[src/rtl/alu_pkg.sv]
// Shared ALU control encodings and execute-unit state type.
// Both this unit and ALU control decode import these codes.
package alu_pkg;

  localparam logic [2:0] ALU_ZERO = 3'd0;
  localparam logic [2:0] ALU_AND  = 3'd1;
  localparam logic [2:0] ALU_XOR  = 3'd2;
  localparam logic [2:0] ALU_SLL  = 3'd3;
  localparam logic [2:0] ALU_ADD  = 3'd4;
  localparam logic [2:0] ALU_SUB  = 3'd5;
  localparam logic [2:0] ALU_MUL  = 3'd6;
  localparam logic [2:0] ALU_SRA  = 3'd7;

  typedef enum logic {
    IDLE = 1'b0,
    MUL  = 1'b1
  } alu_state_e;

endpackage

[src/rtl/alu_mul_iter.sv]
// Iterative shift-add multiplier that consumes MUL_STEP multiplier bits per cycle.
// ALU_MUL_EARLY_TERM_EN: finish as soon as the remaining multiplier bits are all zero.
module alu_mul_iter
  import alu_pkg::*;
#(
  parameter int WIDTH    = 32,
  parameter int MUL_STEP = 4
) (
  input  logic             clk,
  input  logic             rst,
  input  logic             start,
  input  logic             abort,
  input  logic [WIDTH-1:0] op_a,
  input  logic [WIDTH-1:0] op_b,
  output logic             done,
  output logic [WIDTH-1:0] product
);

  localparam int STEPS = WIDTH / MUL_STEP;
  localparam int CNT_W = $clog2(STEPS) + 1;

  logic [WIDTH-1:0] a_q, b_q, acc_q;
  logic [CNT_W-1:0] cnt_q;
  logic             busy_q;
  logic [WIDTH-1:0] partial, acc_next, b_next;
  logic             last, finish;

  function automatic logic [WIDTH-1:0] shift_add(input logic [WIDTH-1:0] a,
                                                 input logic [MUL_STEP-1:0] digit);
    logic [WIDTH-1:0] sum;
    sum = '0;
    for (int i = 0; i < MUL_STEP; i++) begin
      if (digit[i]) sum = sum + (a << i);
    end
    return sum;
  endfunction

  always_comb begin
    partial  = shift_add(a_q, b_q[MUL_STEP-1:0]);
    acc_next = acc_q + partial;
    b_next   = b_q >> MUL_STEP;
    last     = (cnt_q == CNT_W'(STEPS - 1));
`ifdef ALU_MUL_EARLY_TERM_EN
    finish   = last | (b_next == '0);
`else
    finish   = last;
`endif
  end

  assign done    = busy_q & ~abort & finish;
  assign product = acc_next;

  always_ff @(posedge clk or posedge rst) begin
    if (rst) begin
      a_q    <= '0;
      b_q    <= '0;
      acc_q  <= '0;
      cnt_q  <= '0;
      busy_q <= 1'b0;
    end else if (start) begin
      a_q    <= op_a;
      b_q    <= op_b;
      acc_q  <= '0;
      cnt_q  <= '0;
      busy_q <= 1'b1;
    end else if (busy_q) begin
      if (abort) begin
        busy_q <= 1'b0;
      end else begin
        a_q   <= a_q << MUL_STEP;
        b_q   <= b_next;
        acc_q <= acc_next;
        if (cnt_q != CNT_W'(STEPS)) cnt_q <= cnt_q + 1'b1;
        if (finish) busy_q <= 1'b0;
      end
    end
  end

endmodule

[src/rtl/alu_iter_exec.sv]
// EX-stage execution unit: registered single-cycle ops plus an iterative MUL that stalls via ready_o.
// ALU_MUL_EARLY_TERM_EN (in alu_mul_iter) enables operand-dependent MUL latency.
module alu_iter_exec
  import alu_pkg::*;
#(
  parameter int WIDTH    = 32,
  parameter int MUL_STEP = 4
) (
  input  logic             clk_i,
  input  logic             rst_i,
  input  logic             valid_i,
  output logic             ready_o,
  input  logic [2:0]       ALUCtrl_i,
  input  logic [WIDTH-1:0] data1_i,
  input  logic [WIDTH-1:0] data2_i,
  input  logic             flush_i,
  output logic             valid_o,
  output logic [WIDTH-1:0] data_o
);

  localparam int SH_W = $clog2(WIDTH);

  alu_state_e       state;
  logic             accept, mul_start, mul_abort, mul_done;
  logic [WIDTH-1:0] single_res, product;

  function automatic logic [WIDTH-1:0] alu_single(input logic [2:0]       ctrl,
                                                  input logic [WIDTH-1:0] a,
                                                  input logic [WIDTH-1:0] b);
    logic signed [WIDTH-1:0] sa;
    logic [SH_W-1:0]         sh;
    logic [WIDTH-1:0]        res;
    sa = a;
    sh = b[SH_W-1:0];
    case (ctrl)
      ALU_AND: res = a & b;
      ALU_XOR: res = a ^ b;
      ALU_SLL: res = a << sh;
      ALU_ADD: res = a + b;
      ALU_SUB: res = a - b;
      ALU_SRA: res = sa >>> sh;
      default: res = '0;
    endcase
    return res;
  endfunction

  always_comb begin
    accept     = valid_i & ready_o & ~flush_i;
    mul_start  = accept & (ALUCtrl_i == ALU_MUL);
    mul_abort  = (state == MUL) & flush_i;
    single_res = alu_single(ALUCtrl_i, data1_i, data2_i);
  end

  alu_mul_iter #(
    .WIDTH    (WIDTH),
    .MUL_STEP (MUL_STEP)
  ) u_mul (
    .clk     (clk_i),
    .rst     (rst_i),
    .start   (mul_start),
    .abort   (mul_abort),
    .op_a    (data1_i),
    .op_b    (data2_i),
    .done    (mul_done),
    .product (product)
  );

  // Completion: register result and pulse valid_o; flush during MUL drops the result.
  always_ff @(posedge clk_i or posedge rst_i) begin
    if (rst_i) begin
      state   <= IDLE;
      ready_o <= 1'b1;
      valid_o <= 1'b0;
      data_o  <= '0;
    end else begin
      valid_o <= 1'b0;
      case (state)
        IDLE: begin
          if (mul_start) begin
            state   <= MUL;
            ready_o <= 1'b0;
          end else if (accept) begin
            data_o  <= single_res;
            valid_o <= 1'b1;
          end
        end
        MUL: begin
          if (flush_i) begin
            state   <= IDLE;
            ready_o <= 1'b1;
          end else if (mul_done) begin
            data_o  <= product;
            valid_o <= 1'b1;
            state   <= IDLE;
            ready_o <= 1'b1;
          end
        end
        default: begin
          state   <= IDLE;
          ready_o <= 1'b1;
        end
      endcase
    end
  end

endmodule

[config.mk]
export PLATFORM = sky130hd
export DESIGN_NAME = alu_iter_exec
export DESIGN_NICKNAME = d
export VERILOG_FILES = /design/src/rtl/alu_pkg.sv /design/src/rtl/alu_mul_iter.sv /design/src/rtl/alu_iter_exec.sv
export SDC_FILE = /design/constraint.sdc
export NUM_CORES = 1
export LEC_CHECK = 0
export ABC_AREA = 1
export ABC_CLOCK_PERIOD_IN_PS = 14700
export CAP_MARGIN = 5
export CORE_MARGIN = 3
export CORE_UTILIZATION = 30
export DETAILED_ROUTE_END_ITERATION = 10
export PLACE_DENSITY_LB_ADDON = 0.2
export SLEW_MARGIN = 20
export SYNTH_ARGS = -nofsm -noshare
export SYNTH_HDL_FRONTEND = slang
export SYNTH_SLANG_ARGS = --single-unit
[constraint.sdc]
create_clock -name clk_i -period 14.7 [get_ports clk_i]
set_input_delay 2.205 -clock clk_i [delete_from_list [all_inputs] [get_ports clk_i]]
set_output_delay 2.205 -clock clk_i [all_outputs]
set_load 0.01 [all_outputs]
==> After elaboration in Yosys (flattened, before gate mapping) <==
Index checks and enable logic that the tools add are counted.
{ "op_classes": {"addsub": 7, "eq_ne": 16, "shift": 2, "n_mux": 40, "n_bitwise": 11, "n_reduce_logical": 6} }
{ "op_table": {"columns": ["op", "n"], "rows": [
  ["2-to-1 mux 32 bit", 17],
  ["one-hot mux 32 bit (6 select lines)", 1],
  ["adder 32 bit", 5],
  ["one-hot mux 32 bit (2 select lines)", 1],
  ["AND 32 bit", 1],
  ["<< shifter 32 x 5 -> 32 bit", 1],
  [">>> shifter 32 x 5 -> 32 bit", 1],
  ["subtractor 32 bit", 1],
  ["bitwise XOR 32 bit", 1],
  ["2-to-1 mux 4 bit", 4],
  ["2-to-1 mux 1 bit", 14],
  ["equality test 3 bit (second input constant)", 4],
  ["inequality test 2 bit (second input constant)", 5],
  ["AND 1 bit", 6],
  ["equality test 3 x 2 -> 1 bit (second input constant)", 2],
  ["one-hot mux 1 bit (2 select lines)", 3],
  ["adder 4 x 1 -> 4 bit (second input constant)", 1],
  ["equality test 4 x 3 -> 1 bit (second input constant)", 1],
  ["inequality test 4 bit (second input constant)", 1],
  ["AND reduction 2 bit", 2],
  ["AND reduction 4 bit", 1],
  ["nonzero test 2 bit", 2],
  ["equality test 3 x 1 -> 1 bit (second input constant)", 1],
  ["inequality test 3 x 2 -> 1 bit (second input constant)", 1],
  ["other kinds (3)", 5]
]} }
{ "word_totals": {"reg_bits": 136, "input_bits": 71, "word_cells": 91} }

==> Depth between registers and ports, before layout <==
{ "depth": {"ltp_word": 11, "mapped_depth": 51, "depth_no_buf": 48} }

==> Cells and area by module <==
A second synthesis with hierarchy kept.
{ "hier_totals": {"hier_cells": 3516, "area_unflattened_um2": 20920.1} }
{ "by_module_without_submodules": {"columns": ["module", "n_inst", "cells_each", "area_per_inst_um2"], "rows": [
  ["alu_mul_iter", 1, 1735, 11731.3],
  ["alu_iter_exec", 1, 1781, 9188.8]
]} }

==> Worst setup path before layout <==
Ideal clock, no wire load.
{ "synth_path": {"path_kind": "register to register", "start": "register u_mul.b_q[0]", "end": "register data_o[30]", "arrival_time_ns": 6.751, "slack_ns": 7.825, "stages_incl_launch_ff": 43, "period_less_slack_ns": 6.875, "path_cell_list": "dfrtp_1 > buf_6 > clkbuf_1 > buf_1 > nand2_1 > inv_1 > ha_1 > inv_1 > fa_1 > inv_1 > nand3_2 > nand2_2 > nand2_1 > nor2_1 > nor2_2 > o21ai_2 > xnor2_1 > o21ai_1 > [... 7 more ...] > nand2_1 > and2_1 > ha_1 > a21oi_1 > a21boi_0 > o21ai_2 > a21oi_1 > xor2_1 > o21ai_0 > ha_1 > a21oi_1 > o21ai_0 > a21oi_1 > o21ai_0 > o21bai_1 > or2_2 > nand3_1 > a21oi_1"} }
{ "synth_via": {"elab_chain_len": 11} }
{ "synth_rtl": {"columns": ["item", "line_no", "text"], "rows": [
  ["from (decl)", "alu_mul_iter.sv:22", "logic [WIDTH-1:0] a_q, b_q, acc_q;"],
  ["from (signal assigned)", "alu_mul_iter.sv:62", "b_q <= op_b;"],
  ["from (signal assigned)", "alu_mul_iter.sv:71", "b_q <= b_next;"],
  ["2-to-1 mux 32 bit (*)", "alu_mul_iter.sv:33", "if (digit[i]) sum = sum + (a << i);"],
  ["adder 32 bit", "alu_mul_iter.sv:33", null],
  ["2-to-1 mux 32 bit (*)", "alu_mul_iter.sv:33", null],
  ["adder 32 bit", "alu_mul_iter.sv:33", null],
  ["2-to-1 mux 32 bit (*)", "alu_mul_iter.sv:33", null],
  ["adder 32 bit", "alu_mul_iter.sv:33", null],
  ["2-to-1 mux 32 bit (*)", "alu_mul_iter.sv:33", null],
  ["adder 32 bit (*)", "alu_mul_iter.sv:40", "acc_next = acc_q + partial;"],
  ["2-to-1 mux 32 bit (*)", "alu_iter_exec.sv:91", "end else if (mul_done) begin"],
  ["2-to-1 mux 32 bit (*)", "alu_iter_exec.sv:88", "if (flush_i) begin"],
  ["one-hot mux 32 bit (2 select lines) (*)", "alu_iter_exec.sv:77", "case (state)"],
  ["to (signal assigned)", "alu_iter_exec.sv:83", "data_o <= single_res;"],
  ["to (signal assigned)", "alu_iter_exec.sv:92", "data_o <= product;"],
  ["to (decl)", "alu_iter_exec.sv:18", "output logic [WIDTH-1:0] data_o"]
]} }
Every way passes the cells marked *; elsewhere a longest branch is shown, timed or not. The select of a mux whose other input is x is not followed.
A chain may end at the register's enable or synchronous reset.

==> Worst setup path after layout <==
Ends and elaborated chain as after synthesis.

==> qor.csv <==
metric;value;unit
final_nets;3374;
wl_met2;38.54;mm
core_area;63430;µm²
syn_inst;3081;
cp-start-kind;register;
post-route-period-util;53.44;%
layout-drive-gt1-share;5.280;%
io_buffers;104;
drc;0;
synthTopCellsByArea;dfrtp_1 (17%), nand2_1 (16%), ha_1 (12%);
crit_required;15.04;ns
fp.dieW;259.7;µm
grt_pass1_wl;127.3;mm
final_antenna_net_count;0;
fin_crit;7.855;ns
ys_seq_elements;136;
synth_nets;3343;
wl_per_cell;21.23;µm
cts_buffers;17;
hold_violations;0;
highest_layer;met4;
cts_sinks;136;
synth_area;19310;µm²
syn_area_per_cell;6.267;µm²
place_congestion;1.012;
synth_warnings;0;
num_rows;92;
grt-ovfl-total;0;
grt_max_degree;77;
cts_setup_buffers;0;
final_common_cell;nand2_1;
antenna_found_initial;2;
drt-total-wl;84.33;mm
maxCapViolations;0;
cts_buffer_depth;2;
synth_seq_area_share;17.63;%
viasPerCell;5.410;
nFillCells;7067;
drt_iter0_markers;1863;
worst-endpoint-arrival;8.19;ns
clk_pin_slew;0.07;ns
synth_edf_count;0;
drt-met1-wl;38.26;mm
ios;105;
hpwl;67.26;mm
worstMarginPinSlew;1.056;ns
irDropWorstVdd;0.08232;mV
skew;0.01636;ns
wl_met3;4.281;mm
cts_tree;built;
synthArstFlopShare;100.0;%
die_h;259.7;µm
hold_ws;0.4911;ns
setup_tns;0;ns
holdBufCountCts;0;
layout_common_cells;nand2_1 (803), o21ai_0 (298), a21oi_1 (293), inv_1 (281), nor2_1 (245);
ys_types;65;
synth_ff_type;dfrtp_1;
worstPathMaxFanout;38;
final_area;21730;µm²
track_usage;24.65;%
slew_violations;0;
synth_top_cell_area_share;17.49;%
p_leak;10.48;nW
ff2ff_setup_slack;6.84;ns
critPathMaxStageDelay;0.43;ns
cts_resized;0;
cpMostUsedCell;a21oi_1;
htreeDepth;4;
end_kind;register;
place_area;21140;µm²
yosys.area.top_type;dfrtp_1;
rsz0062_at_grt;false;
cts-root-buf;clkbuf_16;
slew_headroom;29.60;%
grt_pass1_vias;20540;
die_area;67450;µm²
clk_latency;0.46;ns
start_util;30.44;%
status;finished clean;
max_freq;127.3;MHz
criticalPathCategory;register to register;
setup_viol;0;
worst_path_max_delay_cell;fa_1;
drt_pass1_iterations;6;
syn_to_final_growth;12.54;%
p_per_area;52.69;nW/µm²
min_path_type;register to register;
via_count;21490;
-- critical path, delay by kind of cell (launching register included) --
family                     cells  cell delay, ns
DFF                            1            0.32
AOI/OAI and AO/OA             18            3.28
and+or+nand+nor               10            1.33
adders and majority gates      5            1.67
buffers and inverters          5            0.71
xor gates and xnor gates       3            0.43
-- final timing paths --
| path | startpoint | endpoint | depth (start not counted) |
|---|---|---|---|
| min reg2reg | data_o[24] | data_o[24] | 2 |
| max | u_mul.b_q[0] | data_o[30] | 41 |
| min in group asynchronous | rst_i | data_o[16] | 2 |
| min | data_o[24] | data_o[24] | 2 |
| max reg2reg | u_mul.b_q[0] | data_o[30] | 41 |
| max in group asynchronous | rst_i | u_mul.b_q[5] | 3 |
-- report_power, final --
group	total, mW	leakage (nW)	internal [mW]	switching [mW]
clock	0.439	0.276	0.227	0.212
combinational	0.332	8.42	0.0985	0.233
sequential	0.374	1.78	0.374	0
total	1.14	10.5	0.700	0.445
-- layer usage --
metal	up-vias	track usage, %
li1	10590	-
met1	10140	33.43
met2	661	40.43
met3	104	2.376
met4	0	9.343
met5	-	0
-- through the flow --
| stage | utilization (%) | setup WS (ns) | std cells | total power [mW] |
|---|---|---|---|---|
| after floorplan | - | 7.825 | 3081 | 0.5714 |
| after global placement | 33.33 | 6.957 | 3938 | 0.7085 |
| after detailed placement | 33.33 | 6.923 | 3938 | 0.7055 |
| after CTS | 34.23 | 6.871 | 3970 | 1.146 |
| after global routing | 34.26 | 6.076 | 3971 | 1.193 |
| final | 34.26 | 6.845 | 3972 | 1.145 |
-- cell usage after synthesis, drive strengths merged, types with 17 or more instances --
| cell | instances |
|---|---|
| a21boi | 17 |
| xnor2 | 43 |
| dfrtp | 135 |
| a22o | 21 |
| nand4 | 26 |
| o211ai | 20 |
| xor2 | 80 |
| a21oi | 301 |
| a31oi | 21 |
| clkbuf | 79 |
| o21ai | 350 |
| o22ai | 62 |
| nand2 | 814 |
| nor2 | 255 |
| or2 | 24 |
| buf | 40 |
| nor3 | 34 |
| ha | 186 |
| inv | 292 |
| nand3 | 128 |
-- state kept, by name (all words and copies together), names as in the netlist --
name,count
u_mul.cnt_q,4
u_mul.a_q,32
ready_o,1
u_mul.busy_q,1
valid_o,1
state,1
u_mul.acc_q,32
u_mul.b_q,32
data_o,32
-- area by class of cell --
class / count / area, µm² / area share (%)
well taps: 846 / 1059 / 4.871
flip-flops and latches: 136 / 3405 / 15.67
multi-input cells: 2528 / 14320 / 65.88
repair buffers: 131 / 1251 / 5.758
clock buffers: 18 / 439.2 / 2.021
clock inverters: 14 / 131.4 / 0.6046
diodes: 1 / 2.502 / 0.01152
inverters: 298 / 1127 / 5.188
-- kinds of logic after synthesis --
kind of cell / Yosys count / synth area share (%)
and+or+nand+nor: 1305 / 28.05
xor gates and xnor gates: 123 / 5.579
muxes: 10 / 0.5184
DFF: 136 / 17.63
AOI/OAI and AO/OA: 899 / 27.28
adders and majority gates: 191 / 12.57
buffers and inverters: 417 / 8.372
(Power assumes the default switching activity.)
